## config.mk

```make
export PLATFORM = sky130hd
export DESIGN_NAME = mem_bus_arbiter
export DESIGN_NICKNAME = d
export VERILOG_FILES = /design/src/rtl/mem_bus_arbiter_pkg.sv /design/src/rtl/mem_tag_owner_table.sv /design/src/rtl/mem_bus_arbiter.sv
export SDC_FILE = /design/constraint.sdc
export NUM_CORES = 1
export LEC_CHECK = 0
export CAP_MARGIN = 0
export CORE_AREA = 2 2 188 190
export DETAILED_ROUTE_END_ITERATION = 8
export DIE_AREA = 0 0 190 192
export MAX_ROUTING_LAYER = met4
export PLACE_DENSITY = 0.53
export SLEW_MARGIN = 20
export SYNTH_ARGS = -nofsm -noshare
export SYNTH_HDL_FRONTEND = slang
export SYNTH_HIERARCHICAL = 1
export SYNTH_SLANG_ARGS = --single-unit
```

## constraint.sdc

```tcl
create_clock -name clock -period 3.65 [get_ports clock]
set_input_delay 1.095 -clock clock [delete_from_list [all_inputs] [get_ports clock]]
set_output_delay 1.095 -clock clock [all_outputs]
set_load 0.05 [all_outputs]
```

## src/rtl/mem_bus_arbiter_pkg.sv

```systemverilog
// mem_bus_arbiter_pkg: bus command codes, requester ownership and arbiter states shared by the memory arbiter slice.
package mem_bus_arbiter_pkg;
  localparam logic [1:0] BUS_NONE  = 2'd0;
  localparam logic [1:0] BUS_LOAD  = 2'd1;
  localparam logic [1:0] BUS_STORE = 2'd2;
  typedef enum logic {OWN_IC = 1'b0, OWN_DC = 1'b1} owner_e;
  typedef enum logic [1:0] {IDLE = 2'd0, HOLD_DC = 2'd1, HOLD_IC = 2'd2} arb_state_e;
endpackage

```

## src/rtl/mem_tag_owner_table.sv

```systemverilog
// mem_tag_owner_table: per-tag valid/owner record of outstanding loads with retire lookup and sticky error.
module mem_tag_owner_table
  import mem_bus_arbiter_pkg::*;
#(
  parameter int TAG_BITS = 4,
  parameter int NUM_TAGS = 1 << TAG_BITS
) (
  input  logic                clock,
  input  logic                reset,
  input  logic                alloc_en,
  input  logic [TAG_BITS-1:0] alloc_tag,
  input  owner_e              alloc_owner,
  input  logic [TAG_BITS-1:0] ret_tag,
  output logic                ret_hit,
  output owner_e              ret_owner,
  output logic                tag_error
);
  logic [NUM_TAGS-1:0] valid;
  logic [NUM_TAGS-1:0] own_dc;
  logic ret_miss;
  logic clash;
  always_comb begin
    ret_hit   = ret_tag != '0 && valid[ret_tag];
    ret_miss  = ret_tag != '0 && !valid[ret_tag];
    ret_owner = own_dc[ret_tag] ? OWN_DC : OWN_IC;
    clash     = alloc_en && valid[alloc_tag] && !(ret_hit && ret_tag == alloc_tag);
  end
  // Allocation is written after retirement so a same-cycle reuse of a tag keeps the new owner.
  always_ff @(posedge clock) begin
    if (reset) begin
      valid     <= '0;
      own_dc    <= '0;
      tag_error <= 1'b0;
    end else begin
      if (ret_hit) valid[ret_tag] <= 1'b0;
      if (alloc_en) begin
        valid[alloc_tag]  <= 1'b1;
        own_dc[alloc_tag] <= alloc_owner == OWN_DC;
      end
      if (ret_miss || clash) tag_error <= 1'b1;
    end
  end
endmodule

```

## src/rtl/mem_bus_arbiter.sv

```systemverilog
// mem_bus_arbiter: shares the tagged memory port between IC and DC with DC priority, IC anti-starvation and tag-based return steering.
module mem_bus_arbiter
  import mem_bus_arbiter_pkg::*;
#(
  parameter int TAG_BITS = 4,
  parameter int NUM_TAGS = 1 << TAG_BITS,
  parameter int MAX_WAIT = 8
) (
  input  logic                clock,
  input  logic                reset,
  input  logic [1:0]          dc_command,
  input  logic [63:0]         dc_addr,
  input  logic [63:0]         dc_data,
  input  logic [1:0]          ic_command,
  input  logic [63:0]         ic_addr,
  input  logic [TAG_BITS-1:0] mem_response,
  input  logic [TAG_BITS-1:0] mem_tag,
  input  logic [63:0]         mem_data,
  output logic [1:0]          proc2mem_command,
  output logic [63:0]         proc2mem_addr,
  output logic [63:0]         proc2mem_data,
  output logic [TAG_BITS-1:0] dc_response,
  output logic [TAG_BITS-1:0] ic_response,
  output logic [TAG_BITS-1:0] dc_tag,
  output logic [TAG_BITS-1:0] ic_tag,
  output logic [63:0]         rsp_data,
  output logic [4:0]          dc_outstanding,
  output logic [4:0]          ic_outstanding,
  output logic                tag_error
);
  localparam int SW = $clog2(MAX_WAIT + 1);
  arb_state_e state, state_nx;
  logic [SW-1:0] starve_cnt, starve_nx;
  logic dc_req, ic_req, ic_first, grant_dc, grant_ic, accepted, alloc_en, ret_hit;
  owner_e alloc_owner, ret_owner;
  // Grants are gated by reset so every combinational output reads 0 while reset is held.
  always_comb begin
    dc_req           = dc_command != BUS_NONE;
    ic_req           = ic_command == BUS_LOAD;
    ic_first         = ic_req && starve_cnt == SW'(MAX_WAIT);
    grant_dc         = !reset && (state == HOLD_DC ? dc_req : state == IDLE && dc_req && !ic_first);
    grant_ic         = !reset && (state == HOLD_IC ? ic_req : state == IDLE && ic_req && (ic_first || !dc_req));
    accepted         = mem_response != '0;
    state_nx         = grant_dc && !accepted ? HOLD_DC : grant_ic && !accepted ? HOLD_IC : IDLE;
    starve_nx        = !ic_req || (grant_ic && accepted) ? '0 :
                       grant_ic || starve_cnt == SW'(MAX_WAIT) ? starve_cnt : starve_cnt + 1'b1;
    alloc_en         = accepted && (grant_ic || (grant_dc && dc_command == BUS_LOAD));
    alloc_owner      = grant_dc ? OWN_DC : OWN_IC;
    proc2mem_command = grant_dc ? dc_command : grant_ic ? ic_command : BUS_NONE;
    proc2mem_addr    = grant_dc ? dc_addr : grant_ic ? ic_addr : '0;
    proc2mem_data    = grant_dc ? dc_data : '0;
    dc_response      = grant_dc ? mem_response : '0;
    ic_response      = grant_ic ? mem_response : '0;
    dc_tag           = !reset && ret_hit && ret_owner == OWN_DC ? mem_tag : '0;
    ic_tag           = !reset && ret_hit && ret_owner == OWN_IC ? mem_tag : '0;
    rsp_data         = reset ? '0 : mem_data;
  end
  always_ff @(posedge clock) begin
    if (reset) begin
      state          <= IDLE;
      starve_cnt     <= '0;
      dc_outstanding <= '0;
      ic_outstanding <= '0;
    end else begin
      state          <= state_nx;
      starve_cnt     <= starve_nx;
      dc_outstanding <= dc_outstanding + 5'(alloc_en && alloc_owner == OWN_DC) - 5'(ret_hit && ret_owner == OWN_DC);
      ic_outstanding <= ic_outstanding + 5'(alloc_en && alloc_owner == OWN_IC) - 5'(ret_hit && ret_owner == OWN_IC);
    end
  end
  mem_tag_owner_table #(.TAG_BITS(TAG_BITS), .NUM_TAGS(NUM_TAGS)) u_owner (
    .clock      (clock),
    .reset      (reset),
    .alloc_en   (alloc_en),
    .alloc_tag  (mem_response),
    .alloc_owner(alloc_owner),
    .ret_tag    (mem_tag),
    .ret_hit    (ret_hit),
    .ret_owner  (ret_owner),
    .tag_error  (tag_error)
  );
endmodule

```

==> results by group, run 1 <==
Status
  • Result of the run: finished, violations left
  • Failing checks: setup timing

Synthesis
  • Number of enable flip-flop cells after synthesis: 0
  • Post-synthesis cell type with the largest combined area: sky130_fd_sc_hd__dfxtp_1
  • Share of synthesized area occupied by flip-flops and latches: between 20% and 30%
  • Most common library cells after synthesis: sky130_fd_sc_hd__nor2b_1 (77), sky130_fd_sc_hd__and2_1 (76), sky130_fd_sc_hd__a22o_1 (64)
  • #FFs+latches synth: 49
  • Dominant synthesized flop cell: sky130_fd_sc_hd__dfxtp_1
  • Dominant cell by count in the synthesized netlist: sky130_fd_sc_hd__nor2b_1
  • Post-synthesis average cell area: a little over 8 um2
  • Biggest area contributors in the synthesized netlist: sky130_fd_sc_hd__dfxtp_1 (22%), sky130_fd_sc_hd__a22o_1 (13%), sky130_fd_sc_hd__nor2b_1 (11%)
  • Synthesized netlist net count: 827
  • Post-synthesis instance area: roughly 4400 um2
  • Count of unique library cells instantiated by Yosys: 54
  • Post-synth ARST share: 0%
  • Synth Warn #: 6
  • Post-Syn Instances: between 500 and 600
  • Share of Yosys cell area claimed by the top area cell type: between 20% and 30%

Power and ir drop
  • Pwr/cell area: 212.8 nW/um2
  • Total power: between 2 and 3 mW
  • Static Leak: 5.648 nW
  • Largest vdd supply drop: about 260 uV

Routing
  • DR DRC count: 0
  • Vias per inst: 4.099
  • Drt total wl: ~38 mm
  • Router iterations before antenna repair: 4
  • Count of nets left with antenna violations after detail routing: 0
  • Iter 0 DRT Violations: 282
  • Routed via count: about 6,400
  • Final routed wire length divided by cell count: between 20 and 25 um

Hold path
  • Number of cells traversed by the worst hold path: 2
  • Hold Crit Class: flop to flop

Global routing
  • Largest net degree at the start of global routing: 67
  • Initial antenna violation count: 15
  • Wire length of the first global-routing pass: 49.62 mm
  • Vias in the first global route: between 6,000 and 7,000
  • Global Route Usage Sum: 20.15%
  • Congestion Overflow GR: 0

Floorplan
  • Ports placed on the boundary: around 500
  • Die Y-Extent: 192 um
  • X dimension of the die: ~190 um
  • Number of core rows: 68
  • Core region area: approximately 34,000 um2
  • Full die area: 36,480 um2
  • Initial core utilization: approximately an eighth

Worst setup path
  • Most common cell type on the critical path: sky130_fd_sc_hd__buf_12
  • Critical Path Sink Type: primary output
  • Data arrival time of the worst path: 2.75 ns
  • Worst setup SP type: input pin
  • Critical path fanouts, max: 8
  • Crit-path cells: buf_12, mux4_2, mux4_2, nand2b_4, buf_12, nor2_4, buf_12
  • Required time worst endpoint: between 2 and 3 ns
  • Slowest cell on the critical path: sky130_fd_sc_hd__mux4_2
  • Type of the worst setup path: input pin to primary output
  • Delay of the slowest cell on the worst path: around 0.5 ns
  • R2R depth: 17

Cells and area
  • Number of filler instances in the final layout: 3,234
  • Final Core Density: 40.58%
  • Net total in the final layout: about 1,400
  • Fraction of layout cells with a size suffix above 1: 44.70%
  • Final instance area: 13,910 um2
  • Synth-to-layout area growth: 218.0%

Clocking
  • Max Buffers Root-to-Sink: 2
  • Number of buffers created by CTS: 5
  • Worst skew pair latency: around 0.29 ns
  • Clock H-tree levels: 2
  • Total clock sinks: between 40 and 50
  • Clock root buffer master: sky130_fd_sc_hd__clkbuf_16
  • Clock-pin slew on the worst setup and hold paths: approximately 0.070 ns
  • Cts-stage hold buffer count: 0
  • Clock tree from TritonCTS: yes

STA
  • Number of pins exceeding their max-slew limit in the final report: 0
  • Number of endpoints with negative hold slack in the final report: 0
  • Portion of the clock cycle consumed by the worst path in the final layout: 105.3%
  • Time the final worst path needs with I/O delays and setup: roughly 3.8 ns
  • Setup repair after global routing missed its margin: true
  • Clock skew: 0.003681 ns
  • Final Worst Setup Slack: -0.1917 ns
  • Maximum clock frequency: ~0.26 GHz
  • Tightest Pin Transition: approximately 0.7 ns
  • Max-Slew Margin vs Limit: a little over half
  • Setup violators final: 63

Placed design
  • Port bufs: 490
  • Instance area after placement: approximately 12,000 um2
  • Half-perimeter wire length after detailed placement: 31.82 mm
  • RePlAce Congestion: between 0.9 and 1

Run
  • Reported max-cap violation count: 0
what timing repair did:
action | CTS | global route
pin swaps | 38 | 37
buffers inserted | 22 | 5
endpoints found under the setup margin | 154 | 122
gates resized for setup | 159 | 58
gates cloned | 13 | 2
flip-flops by register name (all words and copies together) (netlist names):
| register | flops |
|---|---|
| state | 2 |
| starve_cnt | 4 |
| u_owner/tag_error | 1 |
| u_owner/own_dc | 16 |
| u_owner/valid | 16 |
| ic_outstanding | 5 |
| dc_outstanding | 5 |
power breakdown:
part / internal [mW] / leakage (nW) / switching, mW / total (mW)
combinational: 1.01 / 5.18 / 0.930 / 1.94
sequential: 0.549 / 0.396 / 0.0127 / 0.562
clock: 0.252 / 0.0707 / 0.208 / 0.461
metal layers:
| layer | up-vias | share of wire [%] | GRT usage [%] |
|---|---|---|---|
| li1 | 3029 | - | - |
| met1 | 3005 | 35 | 20.72 |
| met2 | 336 | 53 | 36.52 |
| met3 | 37 | 9.3 | 6.432 |
| met4 | 0 | 2.8 | 6.202 |
| met5 | - | 0 | - |
per-stage QoR:
stage               TNS (ns)  hold WS (ns)  instances  setup slack [ns]
finish                -3.832        0.4566       1563           -0.1917
floorplan             -1.260        0.4331        543           -0.1408
global placement      -60.04        0.4493       1510           -0.7858
CTS                   -6.768        0.4566       1547           -0.3042
detailed placement    -59.46        0.4476       1510           -0.8308
global route          -5.942        0.4819       1561           -0.2403
cells by family (layout without fill, tap and decap cells):
logic type | after synthesis | in the layout | synth area share (%)
compound gates | 131 | 131 | 22.62
xor+xnor | 10 | 10 | 2.002
fa+ha+maj | 14 | 14 | 4.347
buf+inv | 63 | 614 | 6.520
flops | 49 | 49 | 22.42
mux | 21 | 21 | 8.608
other cells | 0 | 14 | 0
simple gates | 255 | 255 | 33.49
worst max-delay path: cells and delay by family:
kind / cells / cell delay [ns]
simple gates: 2 / 0.27
mux: 2 / 1.00
buf+inv: 3 / 0.38
cells in the final DEF (no fill, tap or decap), types with 9 or more instances in the layout:
master and instances:
sky130_fd_sc_hd__clkdlybuf4s50_1 271, sky130_fd_sc_hd__a22o_1 13, sky130_fd_sc_hd__buf_4 51, sky130_fd_sc_hd__and2_1 11
sky130_fd_sc_hd__ha_1 9, sky130_fd_sc_hd__dfxtp_1 49, sky130_fd_sc_hd__buf_16 11, sky130_fd_sc_hd__and2_4 65
sky130_fd_sc_hd__nor2_1 23, sky130_fd_sc_hd__o21ai_1 9, sky130_fd_sc_hd__nor2b_1 75, sky130_fd_sc_hd__a22o_4 51
sky130_fd_sc_hd__nand3_1 14, sky130_fd_sc_hd__inv_1 14, sky130_fd_sc_hd__buf_8 10, sky130_fd_sc_hd__mux4_2 13
sky130_fd_sc_hd__nand2_1 29, sky130_fd_sc_hd__a21oi_1 28, sky130_fd_sc_hd__buf_6 21, sky130_fd_sc_hd__diode_2 14
sky130_fd_sc_hd__buf_12 218
path summary, 6_finish.rpt:
check                         start                 to  slack (ns)
hold reg to reg   u_owner/own_dc[8]  u_owner/own_dc[8]        0.46
setup / recovery         mem_tag[0]          ic_tag[1]       -0.19
hold / removal    u_owner/own_dc[8]  u_owner/own_dc[8]        0.46
setup reg to reg      starve_cnt[0]  dc_outstanding[4]        0.45
final cells by class:
| type | count | area [um2] | area share (%) |
|---|---|---|---|
| clock inverters | 2 | 10.01 | 0.07194 |
| inverters | 17 | 63.81 | 0.4586 |
| diodes | 14 | 35.03 | 0.2518 |
| well taps | 455 | 569.3 | 4.091 |
| flip-flops and latches | 49 | 980.9 | 7.050 |
| repair buffers | 589 | 8255 | 59.33 |
| multi-input cells | 431 | 3871 | 27.82 |
| clock buffers | 6 | 128.9 | 0.9262 |
No activity file was read; power rests on OpenSTA's default activity.
==> run 2, diff against run 1 <==
CORE_AREA = 4 4 190 192   (was 2 2 188 190)
CTS_BUF_LIST = sky130_fd_sc_hd__clkbuf_2 sky130_fd_sc_hd__clkbuf_4 sky130_fd_sc_hd__clkbuf_8   (was default)
DIE_AREA = 0 0 194 196   (was 0 0 190 192)
==> results by group, run 2 (synthesized netlist as in run 1, its figures left out) <==
Routing
  • Router iterations before antenna repair: 4
  • Vias per inst: roughly 4.1
  • Count of nets left with antenna violations after detail routing: 0
  • DR DRC count: 0
  • Routed via count: roughly 6,300
  • Final routed wire length divided by cell count: ~25 um
  • Iter 0 DRT Violations: 282
  • Drt total wl: 38.10 mm

STA
  • Number of pins exceeding their max-slew limit in the final report: 0
  • Number of endpoints with negative hold slack in the final report: 0
  • Final Worst Setup Slack: -0.2166 ns
  • Maximum clock frequency: about 0.26 GHz
  • Hold slack final: roughly 0.47 ns
  • Tightest Pin Transition: between 0.6 and 0.7 ns
  • Setup violators final: 75
  • Max-Slew Margin vs Limit: a little under three fifths
  • Setup repair after global routing missed its margin: true
  • Clock skew: around 0.0065 ns
  • Sum of negative setup slack: -5.690 ns
  • Portion of the clock cycle consumed by the worst path in the final layout: 105.9%
  • Time the final worst path needs with I/O delays and setup: about 3.9 ns

Floorplan
  • Full die area: around 38,000 um2
  • Initial core utilization: around an eighth
  • Die Y-Extent: approximately 200 um
  • Ports placed on the boundary: about 490
  • X dimension of the die: around 190 um
  • Number of core rows: 68
  • Core region area: about 34,000 um2

Cells and area
  • Fraction of layout cells with a size suffix above 1: roughly two fifths
  • Sequential cell area: between 900 and 1000 um2
  • Synth-to-layout area growth: 212.4%
  • Final Core Density: around two fifths
  • Multi-input gate area in the final layout: roughly 3800 um2
  • Number of filler instances in the final layout: 3,327
  • Commonest non-fill, non-tap cell in the layout: sky130_fd_sc_hd__clkdlybuf4s50_1
  • Count of placed standard cells in the final layout, fillers left out: about 1,600
  • Final instance area: around 14,000 um2
  • Commonest non-fill, non-tap cells in the layout: sky130_fd_sc_hd__clkdlybuf4s50_1 (271), sky130_fd_sc_hd__buf_12 (217), sky130_fd_sc_hd__nor2b_1 (74)
  • Largest registers: u_owner/own_dc x16, u_owner/valid x16
  • Net total in the final layout: about 1,400

Global routing
  • GR Layer Usage met3: around 7%
  • Met1 Use GR: a little under a fifth
  • Vias in the first global route: between 6,000 and 7,000
  • Global Route Usage Sum: between 10% and 20%
  • Most used routing layer in global routing: met2
  • Largest net degree at the start of global routing: 67
  • Initial antenna violation count: 11
  • Congestion Overflow GR: 0
  • Met2 track demand over resource in global routing: a little over a third
  • Wire length of the first global-routing pass: ~51 mm

Worst setup path
  • Worst setup slack for register-to-register paths: about 0.45 ns
  • Reg-to-reg endpoint: dc_outstanding[4]
  • Type of the worst setup path: input pin to primary output
  • Required time worst endpoint: roughly 2.6 ns
  • Worst reg2reg path startpoint: starve_cnt[0]
  • Worst setup SP type: input pin
  • R2R depth: 16
  • Data arrival time of the worst path: about 2.8 ns
  • Critical path fanouts, max: 5
  • Critical Path Sink Type: primary output

Hold path
  • Number of cells traversed by the worst hold path: 2
  • Hold EP: u_owner/own_dc[1]
  • Hold path startpoint: u_owner/own_dc[1]
  • Hold Crit Class: flop to flop

Clocking
  • Total clock sinks: 49
  • Clock-pin slew on the worst setup and hold paths: around 0.090 ns
  • Number of buffers created by CTS: 5
  • Worst skew pair latency: ~0.31 ns
  • Cts-stage hold buffer count: 0
  • Clock root buffer master: sky130_fd_sc_hd__clkbuf_8
  • Clock H-tree levels: 2
  • Clock tree from TritonCTS: yes
  • Max Buffers Root-to-Sink: 2

Placed design
  • Pre-CTS setup slack: -0.8352 ns
  • Half-perimeter wire length after detailed placement: between 30 and 40 mm
  • RePlAce Congestion: roughly 0.94
  • Instance area after placement: ~12,000 um2
  • Port bufs: ~500
  • Cell count after placement: between 1,500 and 2,000

Power and ir drop
  • Total power: 2.796 mW
  • Static Leak: about 5.5 nW
  • Pwr/cell area: 204.5 nW/um2
  • Largest vdd supply drop: 191.3 uV

Run
  • Reported max-cap violation count: 0

Status
  • Failing checks: setup timing
  • Result of the run: finished, violations left
==> run 2: cell types whose count changed in the layout (fill, tap and decap cells not counted), sizes merged, moves of 2 or more <==
cell,before,now
buf,312,309
clkdlybuf4s15,2,0
clkinv,2,0
diode,14,8
==> run 2: final cells by class <==
cell class / instances / area share, %
Antenna cell: 8 / 0.1465
Clock buffer: 7 / 0.6591
Inverter: 17 / 0.4669
Multi-Input combinational cell: 432 / 28.12
Sequential cell: 49 / 7.177
Tap cell: 455 / 4.165
Timing Repair Buffer: 583 / 59.26
==> run 2: critical path, cell delays in order <==
cell                       delay (ns)
sky130_fd_sc_hd__buf_12          0.08
sky130_fd_sc_hd__buf_12          0.10
sky130_fd_sc_hd__mux4_2          0.50
sky130_fd_sc_hd__mux4_2          0.50
sky130_fd_sc_hd__nand2b_4        0.22
sky130_fd_sc_hd__nor2_4          0.12
sky130_fd_sc_hd__buf_12          0.14
==> run 2: what timing repair did <==
action / CTS / global route
setup endpoints to repair: 154 / 76
pin swaps: 20 / 27
buffers inserted: 20 / 4
gates cloned: 13 / 1
resized for setup: 127 / 49
==> run 2: worst max-delay path by stage <==
| stage | from | to | cells after the start |
|---|---|---|---|
| 2_1_floorplan | mem_tag[0] | ic_tag[0] | 5 |
| 5_1_grt | mem_tag[0] | ic_tag[0] | 7 |
| 3_5_place_dp | mem_tag[0] | dc_outstanding[4] | 16 |
| 3_3_place_gp | mem_tag[0] | dc_outstanding[4] | 16 |
| 6_report | mem_tag[0] | ic_tag[1] | 7 |
| 4_1_cts | mem_tag[0] | ic_tag[1] | 7 |
==> run 2: routing by layer <==
layer / wire length, um / vias to the layer above
met3: 3500 / 47
met2: 19840 / 324
li1: - / 3009
met1: 13150 / 2918
met5: 0 / -
met4: 1616 / 0
==> run 2: power by group <==
| group | total (mW) | switching, mW | internal, mW |
|---|---|---|---|
| Clock | 0.344 | 0.186 | 0.158 |
| Sequential | 0.560 | 0.0114 | 0.549 |
| Combinational | 1.89 | 0.921 | 0.970 |
| Total | 2.80 | 1.12 | 1.68 |
==> run 3, diff against run 2 <==
ABC_AREA = 1   (was default)
CELL_PAD_IN_SITES_DETAIL_PLACEMENT = 2   (was default)
CELL_PAD_IN_SITES_GLOBAL_PLACEMENT = 2   (was default)
CORE_AREA = default   (was 4 4 190 192)
CORE_MARGIN = 4   (was default)
CORE_UTILIZATION = 11   (was default)
DIE_AREA = default   (was 0 0 194 196)
PLACE_DENSITY = 0.87   (was 0.53)
SKIP_CTS_REPAIR_TIMING = 1   (was default)
==> results by group, run 3 <==
Status
  • Result of the run: finished, violations left
  • Failing checks: setup timing

Placed design
  • RePlAce Congestion: about 0.85
  • Port bufs: 490
  • Cell count after placement: around 2,000
  • Pre-CTS setup slack: -0.8078 ns
  • Half-perimeter wire length after detailed placement: 35.49 mm
  • Instance area after placement: approximately 12,000 um2

Global routing
  • Initial antenna violation count: 18
  • Largest net degree at the start of global routing: approximately 70
  • Congestion Overflow GR: 0
  • Vias in the first global route: 8,994
  • Global Route Usage Sum: between 10% and 20%
  • Wire length of the first global-routing pass: approximately 57 mm

STA
  • Sum of negative setup slack: -1.625 ns
  • Number of endpoints with negative hold slack in the final report: 0
  • Setup repair after global routing missed its margin: true
  • Final Worst Setup Slack: -0.2075 ns
  • Number of pins exceeding their max-slew limit in the final report: 0
  • Time the final worst path needs with I/O delays and setup: between 3 and 4 ns
  • Maximum clock frequency: around 0.26 GHz
  • Clock skew: about 0.015 ns
  • Tightest Pin Transition: 0.6981 ns
  • Setup violators final: 9
  • Portion of the clock cycle consumed by the worst path in the final layout: 105.7%
  • Max-Slew Margin vs Limit: 53.46%

Run
  • Reported max-cap violation count: 0

Synthesis
  • Number of enable flip-flop cells after synthesis: 0
  • Synthesized netlist net count: ~1,200
  • Count of unique library cells instantiated by Yosys: 30
  • Post-synth ARST share: 0%
  • Post-Syn Instances: between 900 and 1,000
  • Biggest area contributors in the synthesized netlist: sky130_fd_sc_hd__nand2_1 (21%), sky130_fd_sc_hd__dfxtp_1 (20%), sky130_fd_sc_hd__inv_1 (15%)
  • Most common library cells after synthesis: sky130_fd_sc_hd__nand2_1 (274), sky130_fd_sc_hd__inv_1 (200), sky130_fd_sc_hd__nor2_1 (183)
  • Share of synthesized area occupied by flip-flops and latches: 20.03%
  • Share of Yosys cell area claimed by the top area cell type: about a fifth
  • Post-synthesis instance area: approximately 4900 um2
  • Synth Warn #: 6
  • Post-synthesis average cell area: about 5.2 um2
  • Post-synthesis cell type with the largest combined area: sky130_fd_sc_hd__nand2_1
  • Dominant synthesized flop cell: sky130_fd_sc_hd__dfxtp_1
  • Dominant cell by count in the synthesized netlist: sky130_fd_sc_hd__nand2_1
  • #FFs+latches synth: 49

Power and ir drop
  • Int Power: between 1.5 and 2 mW
  • Switching Share: a little over two fifths
  • Clock network fraction of total power: about 15%
  • Logic gate share of total power: 65.1%
  • Switching component of the power: between 1 and 1.5 mW
  • Total power: 2.828 mW
  • Part of the total power dissipated in sequential elements: about a fifth
  • Pwr/cell area: 205.8 nW/um2
  • Static Leak: roughly 6.2 nW
  • Largest vdd supply drop: roughly 120 uV

Cells and area
  • Commonest non-fill, non-tap cell in the layout: sky130_fd_sc_hd__clkdlybuf4s50_1
  • Largest registers: u_owner/own_dc x16, u_owner/valid x16
  • Net total in the final layout: ~1,800
  • Count of placed standard cells in the final layout, fillers left out: ~2,100
  • Multi-input gate area in the final layout: roughly 3700 um2
  • Number of filler instances in the final layout: 5,027
  • Synth-to-layout area growth: 180.6%
  • Commonest non-fill, non-tap cells in the layout: sky130_fd_sc_hd__clkdlybuf4s50_1 (271), sky130_fd_sc_hd__nand2_1 (217), sky130_fd_sc_hd__inv_1 (194)
  • Final instance area: between 10,000 and 15,000 um2
  • Fraction of layout cells with a size suffix above 1: around a third
  • Sequential cell area: 980.9 um2

Worst setup path
  • Required time worst endpoint: 2.55 ns
  • Critical path fanouts, max: 8
  • Delay of the slowest cell on the worst path: 0.16 ns
  • Crit-path cells: buf_8, buf_12, clkinv_8, nand2_1, nand2_1, nand2_1, nand2_1, nand2_1, nand2_2, nor2_4, a21oi_2, inv_2, nor2_4, nand2_4, nor2_4, buf_12
  • Type of the worst setup path: input pin to primary output
  • Worst reg2reg path startpoint: u_owner/valid[1]
  • Reg-to-reg endpoint: ic_outstanding[4]
  • R2R depth: 20
  • Critical Path Sink Type: primary output
  • Worst setup slack for register-to-register paths: 0.52 ns
  • Data arrival time of the worst path: approximately 2.8 ns
  • Most common cell type on the critical path: sky130_fd_sc_hd__nand2_1
  • Worst setup SP type: input pin
  • Slowest cell on the critical path: sky130_fd_sc_hd__a21oi_2

Clocking
  • Max Buffers Root-to-Sink: 2
  • Clock-pin slew on the worst setup and hold paths: 0.09 ns
  • Clock H-tree levels: 2
  • Worst skew pair latency: about 0.32 ns
  • Clock tree from TritonCTS: yes
  • Number of buffers created by CTS: 5
  • Clock root buffer master: sky130_fd_sc_hd__clkbuf_8
  • Total clock sinks: 49

Routing
  • Router iterations before antenna repair: 6
  • Drt total wl: between 40 and 50 mm
  • Iter 0 DRT Violations: 295
  • Routed via count: around 8,400
  • Count of nets left with antenna violations after detail routing: 0
  • Vias per inst: 4.017
  • DR DRC count: 0
  • Final routed wire length divided by cell count: about 22 um

Floorplan
  • Core region area: ~44,000 um2
  • Number of core rows: between 70 and 80
  • Die Y-Extent: 219.0 um
  • X dimension of the die: 219.0 um
  • Full die area: around 48,000 um2
  • Ports placed on the boundary: about 490
  • Initial core utilization: between 10 and 15%

Hold path
  • Hold Crit Class: flop to flop
  • Hold path startpoint: u_owner/own_dc[5]
  • Number of cells traversed by the worst hold path: 2
  • Hold EP: u_owner/own_dc[5]
run 3: changes by cell type after synthesis, moves of 11 or more:
| cell | change |
|---|---|
| sky130_fd_sc_hd__mux4_2 | -12 |
| sky130_fd_sc_hd__nand3_1 | +66 |
| sky130_fd_sc_hd__a22o_1 | -64 |
| sky130_fd_sc_hd__nor2_1 | +152 |
| sky130_fd_sc_hd__a21oi_1 | +16 |
| sky130_fd_sc_hd__clkbuf_1 | -20 |
| sky130_fd_sc_hd__o21ai_0 | +11 |
| sky130_fd_sc_hd__nand2_1 | +244 |
| sky130_fd_sc_hd__and2_1 | -76 |
| sky130_fd_sc_hd__inv_1 | +183 |
| sky130_fd_sc_hd__nor2b_1 | -77 |
run 3: power groups by stage:
| stage | Clock [mW] | Sequential [mW] | Combinational [mW] |
|---|---|---|---|
| finish | 0.428 | 0.558 | 1.84 |
| global route | 0.462 | 0.560 | 1.92 |
| CTS | 0.440 | 0.558 | 1.67 |
| detailed placement | 0 | 0.570 | 1.66 |
| global placement | 0 | 0.569 | 1.63 |
| floorplan | 0 | 0.600 | 0.675 |
run 3: worst max-delay path: cells and delay by family:
family	cells	cell delay [ns]
simple gates	10	0.95
compound gates	1	0.16
buf+inv	5	0.54
run 3: worst max-delay path by stage:
stage	start	to	slack (ns)	cells past startpoint
4_1_cts	mem_tag[0]	ic_tag[3]	-0.75	13
3_5_place_dp	mem_tag[0]	dc_outstanding[4]	-0.81	21
6_report	mem_tag[0]	ic_tag[0]	-0.21	16
3_3_place_gp	mem_tag[0]	ic_tag[3]	-0.60	16
5_1_grt	mem_tag[0]	ic_tag[0]	-0.32	16
2_1_floorplan	mem_tag[1]	dc_tag[0]	-0.18	10
run 3: layer usage:
metal	vias up	share of wire, %	routed length, um	track usage [%]
met5	-	0	0	-
li1	3904	-	-	-
met1	4097	35	16310	15.29
met3	83	7.1	3327	4.888
met2	339	54	25210	30.93
met4	0	4.8	2240	6.804
run 3: cell families (layout without fill, tap and decap cells):
logic type / count (synthesis) / after routing / synth area share, %
AND/OR/NAND/NOR: 553 / 553 / 45.49
buffers and inverters: 251 / 794 / 21.38
AO/OA/AOI/OAI: 75 / 75 / 8.148
flip-flops: 49 / 49 / 20.03
adder cells (fa/ha/maj): 14 / 14 / 3.882
XOR/XNOR: 6 / 6 / 1.073
other: 0 / 14 / 0
run 3: through the flow:
stage               util [%]  hold WS, ns
floorplan                  -       0.4383
global placement       27.75       0.4627
detailed placement     27.75       0.4624
CTS                    28.03       0.4798
global route           31.14       0.5160
finish                 31.15       0.4929
run 3: layout make-up:
cell class	count	area share (%)
inverter	203	5.762
timing repair inverter	2	0.1821
clock inverter	2	0.2731
clock buffer	6	0.6008
multi-input combinational	648	27.16
tap	592	5.389
sequential	49	7.137
timing repair buffer	581	53.24
antenna	14	0.2549
